[src/rtl/kudu_dv_pkg.sv]
// Shared types for the data-memory port arbiter (data_bus_arbiter).
package kudu_dv_pkg;

   // Number of requesters sharing the downstream data port
   localparam int unsigned DBA_NREQ = 2;

   // Requester ID: 0 = core LSU (m0), 1 = secondary bus master (m1)
   typedef logic dba_id_t;

   // IDLE: nothing pending downstream; LOCKED: selected request is
   // presented on s_* and waits for s_gnt
   typedef enum logic {
      DBA_IDLE   = 1'b0,
      DBA_LOCKED = 1'b1
   } dba_state_e;

endpackage

[src/rtl/data_bus_arbiter_if.sv]
// OBI-style data port bundle: request phase plus in-order response phase.
// Used by data_bus_arbiter for both upstream requesters and the downstream port.
interface data_bus_arbiter_if #(
   parameter int unsigned DW = 65
) ();

   logic          req;
   logic          we;
   logic [3:0]    be;
   logic          is_cap;
   logic [31:0]   addr;
   logic [DW-1:0] wdata;
   logic [7:0]    flag;
   logic          gnt;
   logic          rvalid;
   logic [DW-1:0] rdata;
   logic          err;

   // Side issuing requests and receiving responses
   modport master (
      output req, we, be, is_cap, addr, wdata, flag,
      input  gnt, rvalid, rdata, err
   );

   // Side accepting requests and returning responses
   modport slave (
      input  req, we, be, is_cap, addr, wdata, flag,
      output gnt, rvalid, rdata, err
   );

endinterface

[src/rtl/dba_id_fifo.sv]
// In-order FIFO of requester IDs for granted-but-unanswered transactions.
// DEPTH must be a power of two so the pointers wrap naturally.
module dba_id_fifo
   import kudu_dv_pkg::*;
#(
   parameter  int unsigned DEPTH = 4,
   localparam int unsigned AW    = $clog2(DEPTH),
   localparam int unsigned CW    = $clog2(DEPTH) + 1
) (
   input  logic          clk,
   input  logic          rst_n,
   input  logic          push_i,
   input  logic          pop_i,
   input  dba_id_t       din_i,
   output dba_id_t       dout_o,
   output logic [CW-1:0] count_o,
   output logic          full_o,
   output logic          empty_o
);

   dba_id_t       mem_q [DEPTH];
   logic [AW-1:0] wptr_q, wptr_d;
   logic [AW-1:0] rptr_q, rptr_d;
   logic [CW-1:0] count_q, count_d;

   // Pointer and occupancy update; push and pop together leave the count alone
   always_comb begin
      wptr_d  = wptr_q;
      rptr_d  = rptr_q;
      count_d = count_q;
      if (push_i) wptr_d = wptr_q + 1'b1;
      if (pop_i)  rptr_d = rptr_q + 1'b1;
      case ({push_i, pop_i})
         2'b10:   count_d = count_q + 1'b1;
         2'b01:   count_d = count_q - 1'b1;
         default: count_d = count_q;
      endcase
   end

   // Storage and pointer registers
   always_ff @(posedge clk or negedge rst_n) begin
      if (!rst_n) begin
         mem_q   <= '{default: '0};
         wptr_q  <= '0;
         rptr_q  <= '0;
         count_q <= '0;
      end else begin
         if (push_i) mem_q[wptr_q] <= din_i;
         wptr_q  <= wptr_d;
         rptr_q  <= rptr_d;
         count_q <= count_d;
      end
   end

   assign dout_o  = mem_q[rptr_q];
   assign count_o = count_q;
   assign full_o  = (count_q == CW'(DEPTH));
   assign empty_o = (count_q == '0);

endmodule

[src/rtl/data_bus_arbiter.sv]
// Two-requester arbiter for the data-memory port with in-order response steering.
// Build option: define DBA_RR_EN for round-robin contention handling; without it
// m0 always wins contention.
module data_bus_arbiter
   import kudu_dv_pkg::*;
#(
   parameter  int unsigned DW        = 65,
   parameter  int unsigned MAX_OUTST = 4,
   localparam int unsigned CW        = $clog2(MAX_OUTST) + 1
) (
   input  logic                  clk,
   input  logic                  rst_n,
   data_bus_arbiter_if.slave     m0,
   data_bus_arbiter_if.slave     m1,
   data_bus_arbiter_if.master    s,
   output logic [CW-1:0]         outst_cnt_o,
   output logic                  proto_err_o
);

   dba_state_e          state_q, state_d;
   dba_id_t             sel_q, sel_d;
   dba_id_t             win;
   dba_id_t             sel;
   logic                sel_vld;
   logic                req_out;
   logic                hs;
   logic [DBA_NREQ-1:0] req_vec;
   logic                fifo_full;
   logic                fifo_empty;
   dba_id_t             head_id;
   logic                rsp_vld;
   logic                proto_err_q, proto_err_d;
   logic [DW-1:0]       sel_wdata;

   assign req_vec = {m1.req, m0.req};

`ifdef DBA_RR_EN
   dba_id_t last_q, last_d;

   // Contention goes to the requester that was not granted last
   always_comb begin
      if (req_vec == 2'b11) win = ~last_q;
      else                  win = (req_vec == 2'b10);
   end

   // Last-granted pointer follows every downstream handshake
   always_comb begin
      last_d = hs ? sel : last_q;
   end

   // Pointer register; resets to m1 so m0 is favoured first
   always_ff @(posedge clk or negedge rst_n) begin
      if (!rst_n) last_q <= 1'b1;
      else        last_q <= last_d;
   end
`else
   // Fixed priority: m1 wins only when m0 is not requesting
   always_comb begin
      win = m1.req & ~m0.req;
   end
`endif

   // Selection and lock tracking: a locked selection holds until granted
   always_comb begin
      state_d = state_q;
      sel_d   = sel_q;
      sel     = win;
      sel_vld = 1'b0;
      case (state_q)
         DBA_LOCKED: begin
            sel     = sel_q;
            sel_vld = req_vec[sel_q];
         end
         default: begin
            sel     = win;
            sel_vld = |req_vec;
         end
      endcase
      req_out = sel_vld & ~fifo_full;
      hs      = req_out & s.gnt;
      if (hs) begin
         state_d = DBA_IDLE;
      end else if (sel_vld) begin
         state_d = DBA_LOCKED;
         sel_d   = sel;
      end else begin
         state_d = DBA_IDLE;
      end
   end

   // Arbitration state registers
   always_ff @(posedge clk or negedge rst_n) begin
      if (!rst_n) begin
         state_q <= DBA_IDLE;
         sel_q   <= 1'b0;
      end else begin
         state_q <= state_d;
         sel_q   <= sel_d;
      end
   end

   // Downstream request mux and upstream grants; fields are zero with no selection
   always_comb begin
      sel_wdata = '0;
      s.req     = 1'b0;
      s.we      = 1'b0;
      s.be      = '0;
      s.is_cap  = 1'b0;
      s.addr    = '0;
      s.flag    = '0;
      if (sel_vld) begin
         s.req = req_out;
         if (sel) begin
            s.we      = m1.we;
            s.be      = m1.be;
            s.is_cap  = m1.is_cap;
            s.addr    = m1.addr;
            sel_wdata = m1.wdata;
            s.flag    = m1.flag;
         end else begin
            s.we      = m0.we;
            s.be      = m0.be;
            s.is_cap  = m0.is_cap;
            s.addr    = m0.addr;
            sel_wdata = m0.wdata;
            s.flag    = m0.flag;
         end
      end
      s.wdata = sel_wdata;
      m0.gnt  = hs & (sel == 1'b0);
      m1.gnt  = hs & (sel == 1'b1);
   end

   // Response steering by the oldest outstanding ID
   always_comb begin
      rsp_vld   = s.rvalid & ~fifo_empty;
      m0.rvalid = rsp_vld & (head_id == 1'b0);
      m1.rvalid = rsp_vld & (head_id == 1'b1);
      m0.rdata  = m0.rvalid ? s.rdata : '0;
      m1.rdata  = m1.rvalid ? s.rdata : '0;
      m0.err    = m0.rvalid & s.err;
      m1.err    = m1.rvalid & s.err;
   end

   // Responses with nothing outstanding latch a sticky protocol error
   always_comb begin
      proto_err_d = proto_err_q | (s.rvalid & fifo_empty);
   end

   // Protocol error register
   always_ff @(posedge clk or negedge rst_n) begin
      if (!rst_n) proto_err_q <= 1'b0;
      else        proto_err_q <= proto_err_d;
   end

   assign proto_err_o = proto_err_q;

   dba_id_fifo #(
      .DEPTH (MAX_OUTST)
   ) u_id_fifo (
      .clk     (clk),
      .rst_n   (rst_n),
      .push_i  (hs),
      .pop_i   (rsp_vld),
      .din_i   (sel),
      .dout_o  (head_id),
      .count_o (outst_cnt_o),
      .full_o  (fifo_full),
      .empty_o (fifo_empty)
   );

endmodule

[src/flat_wrapper.sv]
// flat-port wrapper written by rule: the top's interface ports become plain ports
module data_bus_arbiter_flat import kudu_dv_pkg::*;
#(
   parameter  int unsigned DW        = 65,
   parameter  int unsigned MAX_OUTST = 4,
   localparam int unsigned CW        = $clog2(MAX_OUTST) + 1
)
  (clk, rst_n, outst_cnt_o, proto_err_o, m0_req, m0_we, m0_be, m0_is_cap, m0_addr, m0_wdata, m0_flag, m0_gnt, m0_rvalid, m0_rdata, m0_err, m1_req, m1_we, m1_be, m1_is_cap, m1_addr, m1_wdata, m1_flag, m1_gnt, m1_rvalid, m1_rdata, m1_err, s_req, s_we, s_be, s_is_cap, s_addr, s_wdata, s_flag, s_gnt, s_rvalid, s_rdata, s_err);
  data_bus_arbiter_if #(.DW(DW)) m0_i ();
  data_bus_arbiter_if #(.DW(DW)) m1_i ();
  data_bus_arbiter_if #(.DW(DW)) s_i ();
  input  logic clk;
  input  logic rst_n;
  output logic [CW-1:0] outst_cnt_o;
  output logic proto_err_o;
  input wire logic [$bits(m0_i.req)-1:0] m0_req;
  input wire logic [$bits(m0_i.we)-1:0] m0_we;
  input wire logic [$bits(m0_i.be)-1:0] m0_be;
  input wire logic [$bits(m0_i.is_cap)-1:0] m0_is_cap;
  input wire logic [$bits(m0_i.addr)-1:0] m0_addr;
  input wire logic [$bits(m0_i.wdata)-1:0] m0_wdata;
  input wire logic [$bits(m0_i.flag)-1:0] m0_flag;
  output wire logic [$bits(m0_i.gnt)-1:0] m0_gnt;
  output wire logic [$bits(m0_i.rvalid)-1:0] m0_rvalid;
  output wire logic [$bits(m0_i.rdata)-1:0] m0_rdata;
  output wire logic [$bits(m0_i.err)-1:0] m0_err;
  input wire logic [$bits(m1_i.req)-1:0] m1_req;
  input wire logic [$bits(m1_i.we)-1:0] m1_we;
  input wire logic [$bits(m1_i.be)-1:0] m1_be;
  input wire logic [$bits(m1_i.is_cap)-1:0] m1_is_cap;
  input wire logic [$bits(m1_i.addr)-1:0] m1_addr;
  input wire logic [$bits(m1_i.wdata)-1:0] m1_wdata;
  input wire logic [$bits(m1_i.flag)-1:0] m1_flag;
  output wire logic [$bits(m1_i.gnt)-1:0] m1_gnt;
  output wire logic [$bits(m1_i.rvalid)-1:0] m1_rvalid;
  output wire logic [$bits(m1_i.rdata)-1:0] m1_rdata;
  output wire logic [$bits(m1_i.err)-1:0] m1_err;
  output wire logic [$bits(s_i.req)-1:0] s_req;
  output wire logic [$bits(s_i.we)-1:0] s_we;
  output wire logic [$bits(s_i.be)-1:0] s_be;
  output wire logic [$bits(s_i.is_cap)-1:0] s_is_cap;
  output wire logic [$bits(s_i.addr)-1:0] s_addr;
  output wire logic [$bits(s_i.wdata)-1:0] s_wdata;
  output wire logic [$bits(s_i.flag)-1:0] s_flag;
  input wire logic [$bits(s_i.gnt)-1:0] s_gnt;
  input wire logic [$bits(s_i.rvalid)-1:0] s_rvalid;
  input wire logic [$bits(s_i.rdata)-1:0] s_rdata;
  input wire logic [$bits(s_i.err)-1:0] s_err;
  assign m0_i.req = m0_req;
  assign m0_i.we = m0_we;
  assign m0_i.be = m0_be;
  assign m0_i.is_cap = m0_is_cap;
  assign m0_i.addr = m0_addr;
  assign m0_i.wdata = m0_wdata;
  assign m0_i.flag = m0_flag;
  assign m0_gnt = m0_i.gnt;
  assign m0_rvalid = m0_i.rvalid;
  assign m0_rdata = m0_i.rdata;
  assign m0_err = m0_i.err;
  assign m1_i.req = m1_req;
  assign m1_i.we = m1_we;
  assign m1_i.be = m1_be;
  assign m1_i.is_cap = m1_is_cap;
  assign m1_i.addr = m1_addr;
  assign m1_i.wdata = m1_wdata;
  assign m1_i.flag = m1_flag;
  assign m1_gnt = m1_i.gnt;
  assign m1_rvalid = m1_i.rvalid;
  assign m1_rdata = m1_i.rdata;
  assign m1_err = m1_i.err;
  assign s_req = s_i.req;
  assign s_we = s_i.we;
  assign s_be = s_i.be;
  assign s_is_cap = s_i.is_cap;
  assign s_addr = s_i.addr;
  assign s_wdata = s_i.wdata;
  assign s_flag = s_i.flag;
  assign s_i.gnt = s_gnt;
  assign s_i.rvalid = s_rvalid;
  assign s_i.rdata = s_rdata;
  assign s_i.err = s_err;
  data_bus_arbiter #(.DW(DW), .MAX_OUTST(MAX_OUTST)) u_core (.clk(clk), .rst_n(rst_n), .m0(m0_i), .m1(m1_i), .s(s_i), .outst_cnt_o(outst_cnt_o), .proto_err_o(proto_err_o));
endmodule
[config.mk]
export PLATFORM = sky130hd
export DESIGN_NAME = data_bus_arbiter_flat
export DESIGN_NICKNAME = d
export VERILOG_FILES = /design/src/rtl/kudu_dv_pkg.sv /design/src/rtl/data_bus_arbiter_if.sv /design/src/rtl/dba_id_fifo.sv /design/src/rtl/data_bus_arbiter.sv /design/src/flat_wrapper.sv
export SDC_FILE = /design/constraint.sdc
export NUM_CORES = 1
export LEC_CHECK = 0
export BUFFER_PORTS_ARGS = -buffer_cell sky130_fd_sc_hd__buf_2
export CORE_AREA = 2 2 213 215
export DETAILED_ROUTE_END_ITERATION = 8
export DIE_AREA = 0 0 215 217
export SLEW_MARGIN = 20
export SYNTH_ARGS = -nofsm -noshare
export SYNTH_HDL_FRONTEND = slang
export SYNTH_HIERARCHICAL = 1
export SYNTH_SLANG_ARGS = --single-unit
[constraint.sdc]
create_clock -name clk -period 5.3 [get_ports clk]
set_clock_uncertainty 0.2 [all_clocks]
set_input_delay 0.795 -clock clk [delete_from_list [all_inputs] [get_ports clk]]
set_output_delay 0.795 -clock clk [all_outputs]
set_load 0.03 [all_outputs]
# Word level (Yosys, flattened, before mapping)

Cells that the tools add are included.

Bits in registers: 14
Word-level logic and storage cells: 74
Input port bits: 294
Output and inout bits: 252

$lt $le $gt $ge: 4
Multiplexer cells: 28
Add/sub/neg operators: 4
Reduce and logical (&&, ||, !) cells: 5
Bitwise gates (word level): 20
Equality and inequality tests: 3

Operators by type and width:

| operator                                                   | number |
|---|---|
| two-way mux 65 bit                                         | 4 |
| two-way mux 32 bit                                         | 2 |
| two-way mux 8 bit                                          | 2 |
| two-way mux 1 bit                                          | 14 |
| AND 1 bit                                                  | 11 |
| two-way mux 4 bit                                          | 2 |
| greater-or-equal comparator 3 bit, second input constant   | 2 |
| NOT 1 bit                                                  | 6 |
| NOT 2 -> 3 bit                                             | 2 |
| one-hot mux 3 bit (2 select lines)                         | 1 |
| adder 2 x 1 -> 2 bit, second input constant                | 2 |
| bitwise mux 4 bit                                          | 1 |
| adder 3 x 1 -> 3 bit, second input constant                | 1 |
| equality test 3 bit, second input constant                 | 1 |
| zero test 3 bit                                            | 1 |
| less-than comparator 3 x 1 -> 1 bit, second input constant | 1 |
| subtractor 3 x 1 -> 3 bit, second input constant           | 1 |
| binary-select mux 1 bit (select 2 bit)                     | 1 |
| demux 1 bit (select 2 bit)                                 | 1 |
| equality test 2 x 1 -> 1 bit, second input constant        | 1 |
| equality test 2 bit, second input constant                 | 1 |
| less-than comparator 1 x 2 -> 1 bit, second input constant | 1 |
| AND reduction 2 bit                                        | 1 |
| nonzero test 2 bit                                         | 1 |
| other kinds (3)                                            | 3 |

# Depth between registers and ports, before layout

Gate-level depths: netlist of run 1.

Depth after elaboration: 7
Mapped depth: 12
Gate-level depth less buffers: 11

# Modules after synthesis

Netlist of run 1, hierarchy kept.

By module, submodules not included:

| module           | area each (um^2) | cells each | instances | seq. area each (um^2) |
|---|---|---|---|---|
| data_bus_arbiter | 2,356.0          | 383        | 1         | 75.1 |
| dba_id_fifo      | 560.5            | 46         | 1         | 275.3 |

# Worst setup path after synthesis of run 1

No wires, ideal clock.

Path kind: flip-flop to output port
Start point: reg u_core.u_id_fifo.rptr_q[0]
End point: out m0_rdata[35]
Slack: 2.410 ns
Arrival: 1.895 ns
Stages on the path, launching flop included: 6
Buffers on the path: 2
Path through: dfrtp_1 > mux4_2 > nand2b_1 > clkbuf_1 > buf_1 > nor2_1

Word-level cells in the longest chain between the ends: 7

RTL lines:

| what                                                 | line                    | text |
|---|---|---|
| start: declaration                                   | dba_id_fifo.sv:23       | `logic [AW-1:0] rptr_q, rptr_d;` |
| start signal: assignment                             | dba_id_fifo.sv:50       | `rptr_q <= rptr_d;` |
| NOT 2 -> 3 bit (not written as such)                 | dba_id_fifo.sv:55       | `assign dout_o = mem_q[rptr_q];` |
| binary-select mux 1 bit (select 2 bit)               | dba_id_fifo.sv:55       |  |
| two-way mux 1 bit (not written as such) (2 in a row) | dba_id_fifo.sv:55       |  |
| net u_core.head_id                                   | data_bus_arbiter.sv:30  | `dba_id_t head_id;` |
| NOT 1 bit                                            | data_bus_arbiter.sv:137 | `m0.rvalid = rsp_vld & (head_id == 1'b0);` |
| AND 1 bit                                            | data_bus_arbiter.sv:137 |  |
| two-way mux 65 bit                                   | data_bus_arbiter.sv:139 | `m0.rdata = m0.rvalid ? s.rdata : '0;` |
| end: declaration                                     | flat_wrapper.sv:25      | `output wire logic [$bits(m0_i.rdata)-1:0] m0_rdata;` |

The timed path passes the listed nets, and every way through them passes these cells. The select of a mux whose other input is x is not followed.

# Final worst setup path of run 1

Start point: in m0_req
End point: out s_be[2]

Word-level cells in the longest chain between the ends: 5
Elaborated cells between the ends (all ways): 9
Classes of those cells: 6 x mux; 2 x bitwise; 1 x reduce/logical

RTL lines:

| what                  | line                    | text |
|---|---|---|
| start: declaration    | flat_wrapper.sv:16      | `input wire logic [$bits(m0_i.req)-1:0] m0_req;` |
| NOT 1 bit             | data_bus_arbiter.sv:59  | `win = m1.req & ~m0.req;` |
| AND 1 bit             | data_bus_arbiter.sv:59  |  |
| two-way mux 1 bit     | data_bus_arbiter.sv:69  | `case (state_q)` |
| two-way mux 4 bit     | data_bus_arbiter.sv:113 | `if (sel) begin` |
| two-way mux 4 bit (*) | data_bus_arbiter.sv:111 | `if (sel_vld) begin` |
| end: declaration      | flat_wrapper.sv:40      | `output wire logic [$bits(s_i.be)-1:0] s_be;` |

Every way passes the cells marked *; elsewhere a longest branch is shown, timed or not. The select of a mux whose other input is x is not followed.

==> results of run 1 <==
[where the power goes]
part | internal [mW] | switching (mW) | total (mW)
Combinational | 0.762 | 1.80 | 2.57
Clock | 0.114 | 0.0437 | 0.158
Sequential | 0.160 | 0.0440 | 0.204
Total | 1.04 | 1.89 | 2.93
[through the flow]
step / util (%) / setup slack [ns] / hold WS (ns)
detailed placement: 13.9 / 1.66 / 0.242
global route: 14.2 / 1.52 / 0.279
floorplan: - / 2.41 / 0.253
finish: 14.2 / 1.68 / 0.245
global placement: 13.9 / 1.68 / 0.238
CTS: 14.1 / 1.66 / 0.253
[flip-flops by register name, indices dropped and copies added, names as in the netlist]
signal and flops:
u_core/proto_err_o 1, u_core/u_id_fifo/mem_q 4, u_core/u_id_fifo/wptr_q 2, u_core/u_id_fifo/rptr_q 2, u_core/sel_q 1, u_core/state_q 1
u_core/u_id_fifo/count_o 3
[cell families after synthesis]
group	synth area share, %
AND/OR/NAND/NOR	35.2
AO/OA/AOI/OAI	35.3
buffers and inverters	10.2
flip-flops	12.0
XOR/XNOR	1.80
multiplexers	2.66
adder cells (fa/ha/maj)	2.83
[worst max-delay path, cell delays in order]
cell and delay [ns]:
buf_2 0.13, or2_1 0.28, a21oi_4 0.57, buf_12 0.35, a22o_1 0.23, buf_2 0.21
[area by class of cell]
cell class	count	area, sq um	area share [%]
inverters	8	30.0	0.475
clock buffers	4	88.8	1.40
diodes	3	7.51	0.119
flip-flops and latches	14	350	5.54
repair buffers	554	2810	44.4
multi-input cells	361	2290	36.2
well taps	600	751	11.9
[cell usage after synthesis]
| cell | instances | share of area, % |
|---|---|---|
| o31ai_1 | 1 | 0.26 |
| ha_1 | 5 | 2.1 |
| nor2_1 | 138 | 18 |
| xor2_1 | 4 | 1.2 |
| a21o_1 | 1 | 0.26 |
| nand2_2 | 1 | 0.21 |
| buf_2 | 12 | 2.1 |
| clkbuf_1 | 17 | 2.2 |
| buf_1 | 6 | 0.77 |
| buf_4 | 1 | 0.26 |
| and3_1 | 1 | 0.21 |
| nor3_1 | 3 | 0.51 |
| inv_1 | 8 | 1.0 |
| a21oi_2 | 1 | 0.30 |
| nor2b_1 | 1 | 0.21 |
| or2_1 | 1 | 0.21 |
| xnor2_1 | 2 | 0.60 |
| and2_1 | 1 | 0.21 |
| fa_1 | 1 | 0.69 |
| mux2i_1 | 1 | 0.34 |
| nand2b_1 | 69 | 15 |
| buf_6 | 10 | 3.9 |
| o21ai_0 | 2 | 0.34 |
| mux4_2 | 1 | 0.77 |
| a31oi_1 | 2 | 0.43 |
| a211oi_1 | 1 | 0.26 |
| a22o_1 | 111 | 33 |
| mux2_2 | 4 | 1.5 |
| dfrtp_1 | 14 | 12 |
| nand2_1 | 8 | 1.0 |
| a21oi_1 | 1 | 0.17 |
[layer usage]
| layer | GRT usage, % | vias up | wire length [um] |
|---|---|---|---|
| li1 | - | 2521 | - |
| met1 | 13.0 | 2374 | 10800 |
| met2 | 13.0 | 265 | 10300 |
| met3 | 2.50 | 16 | 2150 |
| met4 | 1.13 | 0 | 353 |
| met5 | 0 | - | 0 |
[final timing paths]
kind	slack, ns	depth (start not counted)	startpoint	end
worst max-delay path	1.68	6	m0_req	s_be[2]
worst min-delay path	0.24	1	rst_n	u_core/sel_q
worst max register to register	2.28	11	u_core/u_id_fifo/count_o[0]	u_core/u_id_fifo/count_o[2]
worst min register to register	0.25	1	u_core/proto_err_o	u_core/proto_err_o
max in group asynchronous	4.41	1	rst_n	u_core/u_id_fifo/wptr_q[0]
min in group clk	0.25	1	u_core/proto_err_o	u_core/proto_err_o
==> impl_metrics.csv, run 1 <==
group,metric,value,unit
floorplanning,core,44700,sq um
placement,hpwl,20800,um
floorplanning,initial_core_util,6.53,%
placement,gp_congestion,0.942,
clock_tree,cts_root_buffer,"clkbuf_16",
critical_path,critPathCaptureType,"output pin",
layout,final_common_cell,"buf_2",
sta,period_minus_slack,3.62,ns
detailed_routing,drt_first_pass_iters,4,
detailed_routing,drt-total-wl,23600,um
global_routing,grt_pass1_vias,4431,
clock_tree,cts_tree,"built",
critical_path,cp.required,4.30,ns
detailed_routing,avgRoutedWirePerCell,15.3,um
critical_path,crit_arrival,2.63,ns
clock_tree,post_cts_buffers,0,
critical_path,path_class,"input pin to output pin",
sta,finalSetupViolations,0,
clock_tree,cts.sinks,14,
detailed_routing,viasPerCell,3.35,
sta,fmax,276,MHz
sta,min_period_over_period,68.4,%
critical_path,critical_path_peak_fanout,66,
hold_path,hold_path_class,"input pin to asynchronous set/reset pin",
sta,tightest_slew,0.994,ns
sta,maxSlewHeadroom,33.8,%
floorplanning,pin_count,546,
power_and_ir_drop,p_per_area,463,nW/um^2
floorplanning,row_count,78,
run_status,outcome,"completed",
clock_tree,ctsResizeCount,0,
power_and_ir_drop,power,2.93,mW
global_routing,antenna_found_initial,4,
logic_synthesis,synth_nets,729,
layout,final_cell_count_no_fill,1544,
placement,portBuffers,545,
layout,final_cell_area,6320,sq um
sta,hold_viol_final,0,
layout,nFillCells,5248,
clock_tree,htree_num_levels,1,
floorplanning,design.die.area,46700,sq um
logic_synthesis,syn_inst,429,
clock_tree,cts_made_buffers,3,
detailed_routing,postRouteAntennaNets,0,
logic_synthesis,yosysSeqAreaShare,12.0,%
logic_synthesis,yosys_warnings,6,
global_routing,grt_pass1_wl,30800,um
power_and_ir_drop,peakVddDrop,253,uV
clock_tree,clk_pin_slew_worst_paths,0.05,ns
logic_synthesis,synth_cell_types,31,
sta,setup-tns-final,0,ns
global_routing,grt_max_degree,87,
clock_tree,clk_latency,0.24,ns
detailed_routing,dr.first_iter.drc_count,473,
detailed_routing,vias,5176,
detailed_routing,drc,0,
layout,area.growth.synth_to_final,117,%
flow_run,maxCapViolations,0,
logic_synthesis,ys_seq_elements,14,
layout,layout-drive-gt1-share,60.5,%
floorplanning,fp.dieH,217,um
layout,layout.nets,1242,
global_routing,overflow,0,
logic_synthesis,postSynthAreaPerCell,6.80,sq um
clock_tree,postCtsHoldBufs,0,
sta,drv_slew,0,
sta,grt_setup_unrepaired,"false",
clock_tree,clockBufferDepth,2,
placement,dp_cells,1537,
critical_path,start_kind,"input pin",
power_and_ir_drop,leakage,3.77,nW
global_routing,track_usage,8.85,%
floorplanning,die_x,215,um
placement,detailed_place.area,6230,sq um
logic_synthesis,synth_area,2920,sq um
layout,mostFrequentLayoutCells,"545 x buf_2, 138 x nor2_1, 111 x a22o_1",
Power figures use the tool's default switching activity.
==> run 2: changes to the inputs <==
Settings changed: CORE_AREA 2 2 213 215 to 2 2 215 217, DIE_AREA 0 0 215 217 to 0 0 217 219.
Clock period 5.3 ns to 3.43 ns, I/O delays scaled along.
==> run 2 against run 1 <==
Effect of this change: register-to-register slack worse by 1.4 ns; design area up 1.4%; critical path depth down 1; worst setup slack worse by 1.2 ns.
==> impl_metrics.csv, run 2 (synthesis gave the netlist of run 1 again) <==
group,metric,value,unit
clock_tree,postCtsHoldBufs,1,
detailed_routing,dr.first_iter.drc_count,422,
flow_run,maxCapViolations,0,
clock_tree,clk_latency,0.24,ns
floorplanning,fp.dieH,219,um
global_routing,antenna_found_initial,6,
critical_path,worstSetupStartpoint,"u_core/u_id_fifo/rptr_q[0]",
clock_tree,cts.sinks,14,
global_routing,met3_usage,3.42,%
critical_path,worstReg2RegStart,"u_core/u_id_fifo/count_o[0]",
layout,final-seq-area,350,sq um
detailed_routing,drt-total-wl,22700,um
floorplanning,core,45100,sq um
layout,mostFrequentLayoutCells,"545 x buf_2, 138 x nor2_1, 111 x a22o_1",
sta,tightest_slew,0.526,ns
clock_tree,cts_made_buffers,3,
detailed_routing,drt_first_pass_iters,4,
critical_path,path_class,"flop to output pin",
critical_path,crit_arrival,2.29,ns
detailed_routing,drc,0,
placement,detailed_place.area,6300,sq um
global_routing,overflow,0,
layout,top_register,"u_core/u_id_fifo/mem_q",
hold_path,hold_path_class,"flop to flop",
layout,multiInputGateArea,2290,sq um
global_routing,grt_max_degree,70,
floorplanning,pin_count,546,
layout,final_common_cell,"buf_2",
critical_path,cp_slowest_cell,"mux4_2",
global_routing,track_usage,8.14,%
layout,final_cell_area,6410,sq um
critical_path,crit_chain,"mux4_2 > nand2b_2 > buf_4 > nor2_1 > buf_2",
placement,gp_congestion,0.885,
layout,layout-drive-gt1-share,60.5,%
power_and_ir_drop,peakVddDrop,265,uV
layout,final_cell_count_no_fill,1550,
layout,layout.nets,1246,
global_routing,grt_pass1_wl,28500,um
critical_path,start_kind,"flop",
detailed_routing,avgRoutedWirePerCell,14.6,um
hold_path,worstHoldStart,"u_core/proto_err_o",
sta,period_minus_slack,3.00,ns
sta,finalSetupViolations,0,
placement,dp_cells,1540,
critical_path,critical_path_peak_fanout,28,
run_status,outcome,"completed",
critical_path,critPathCaptureType,"output pin",
layout,nFillCells,5260,
floorplanning,row_count,78,
layout,area.growth.synth_to_final,120,%
layout,finish.utilization,14.2,%
global_routing,use_met1,11.5,%
detailed_routing,viasPerCell,3.34,
clock_tree,clk_pin_slew_worst_paths,0.05,ns
sta,drv_slew,0,
detailed_routing,vias,5171,
floorplanning,die_x,217,um
sta,fmax,333,MHz
global_routing,grt.busiest_layer,"met2",
sta,hold_slack,0.248,ns
sta,maxSlewHeadroom,64.6,%
placement,hpwl,20100,um
clock_tree,cts_root_buffer,"clkbuf_16",
power_and_ir_drop,leakage,3.80,nW
floorplanning,design.die.area,47500,sq um
critical_path,critPathMaxStageDelay,0.53,ns
sta,hold_viol_final,0,
clock_tree,post_cts_buffers,0,
clock_tree,clockBufferDepth,2,
global_routing,grt_pass1_vias,4361,
critical_path,cp.required,2.72,ns
floorplanning,initial_core_util,6.47,%
sta,setup-tns-final,0,ns
clock_tree,cts_tree,"built",
sta,grt_setup_unrepaired,"false",
sta,min_period_over_period,87.5,%
clock_tree,htree_num_levels,1,
layout,largest_register_ffs,4,
power_and_ir_drop,p_per_area,718,nW/um^2
clock_tree,ctsResizeCount,0,
global_routing,met2_usage,11.6,%
placement,portBuffers,545,
detailed_routing,postRouteAntennaNets,0,
## run 2: area by class of cell
cell class | instances | share of cell area, %
Timing Repair Buffer | 558 | 45.1
Inverter | 8 | 0.468
Antenna cell | 5 | 0.195
Sequential cell | 14 | 5.46
Tap cell | 600 | 11.7
Multi-Input combinational cell | 361 | 35.7
Clock buffer | 4 | 1.39
## run 2: worst paths after layout
check / slack, ns / depth (start not counted) / end
setup / recovery: 0.43 / 5 / m0_rdata[54]
hold / removal: 0.25 / 1 / u_core/proto_err_o
setup reg to reg: 0.87 / 12 / u_core/u_id_fifo/count_o[2]
hold reg to reg: 0.25 / 1 / u_core/proto_err_o
max in group asynchronous: 2.22 / 2 / u_core/u_id_fifo/rptr_q[0]
min in group asynchronous: 0.56 / 2 / u_core/state_q
## run 2: critical path: cells and delay by family (launching register included)
kind | cells | cell delay, ns
buffers and inverters | 2 | 0.56
DFF | 1 | 0.39
muxes | 1 | 0.53
and+or+nand+nor | 2 | 0.56
## run 2: layer usage
metal	share of wire, %	wire length [um]
met4	0.82	187
met2	44	9970
met3	11	2570
met5	0.040	9
met1	44	9950
## run 2: through the flow
step | power (mW) | setup WS, ns
after floorplan | 3.07 | 0.821
after global placement | 4.38 | 0.553
after detailed placement | 4.37 | 0.557
after CTS | 4.63 | 0.394
after global routing | 4.89 | 0.253
final | 4.60 | 0.429
## run 2: power breakdown
part / total (mW) / switching [mW] / internal [mW] / leakage, nW
registers: 0.319 / 0.0711 / 0.248 / 0.167
clock network: 0.241 / 0.0649 / 0.176 / 0.0442
logic: 4.04 / 2.81 / 1.23 / 3.59
total: 4.60 / 2.94 / 1.66 / 3.80
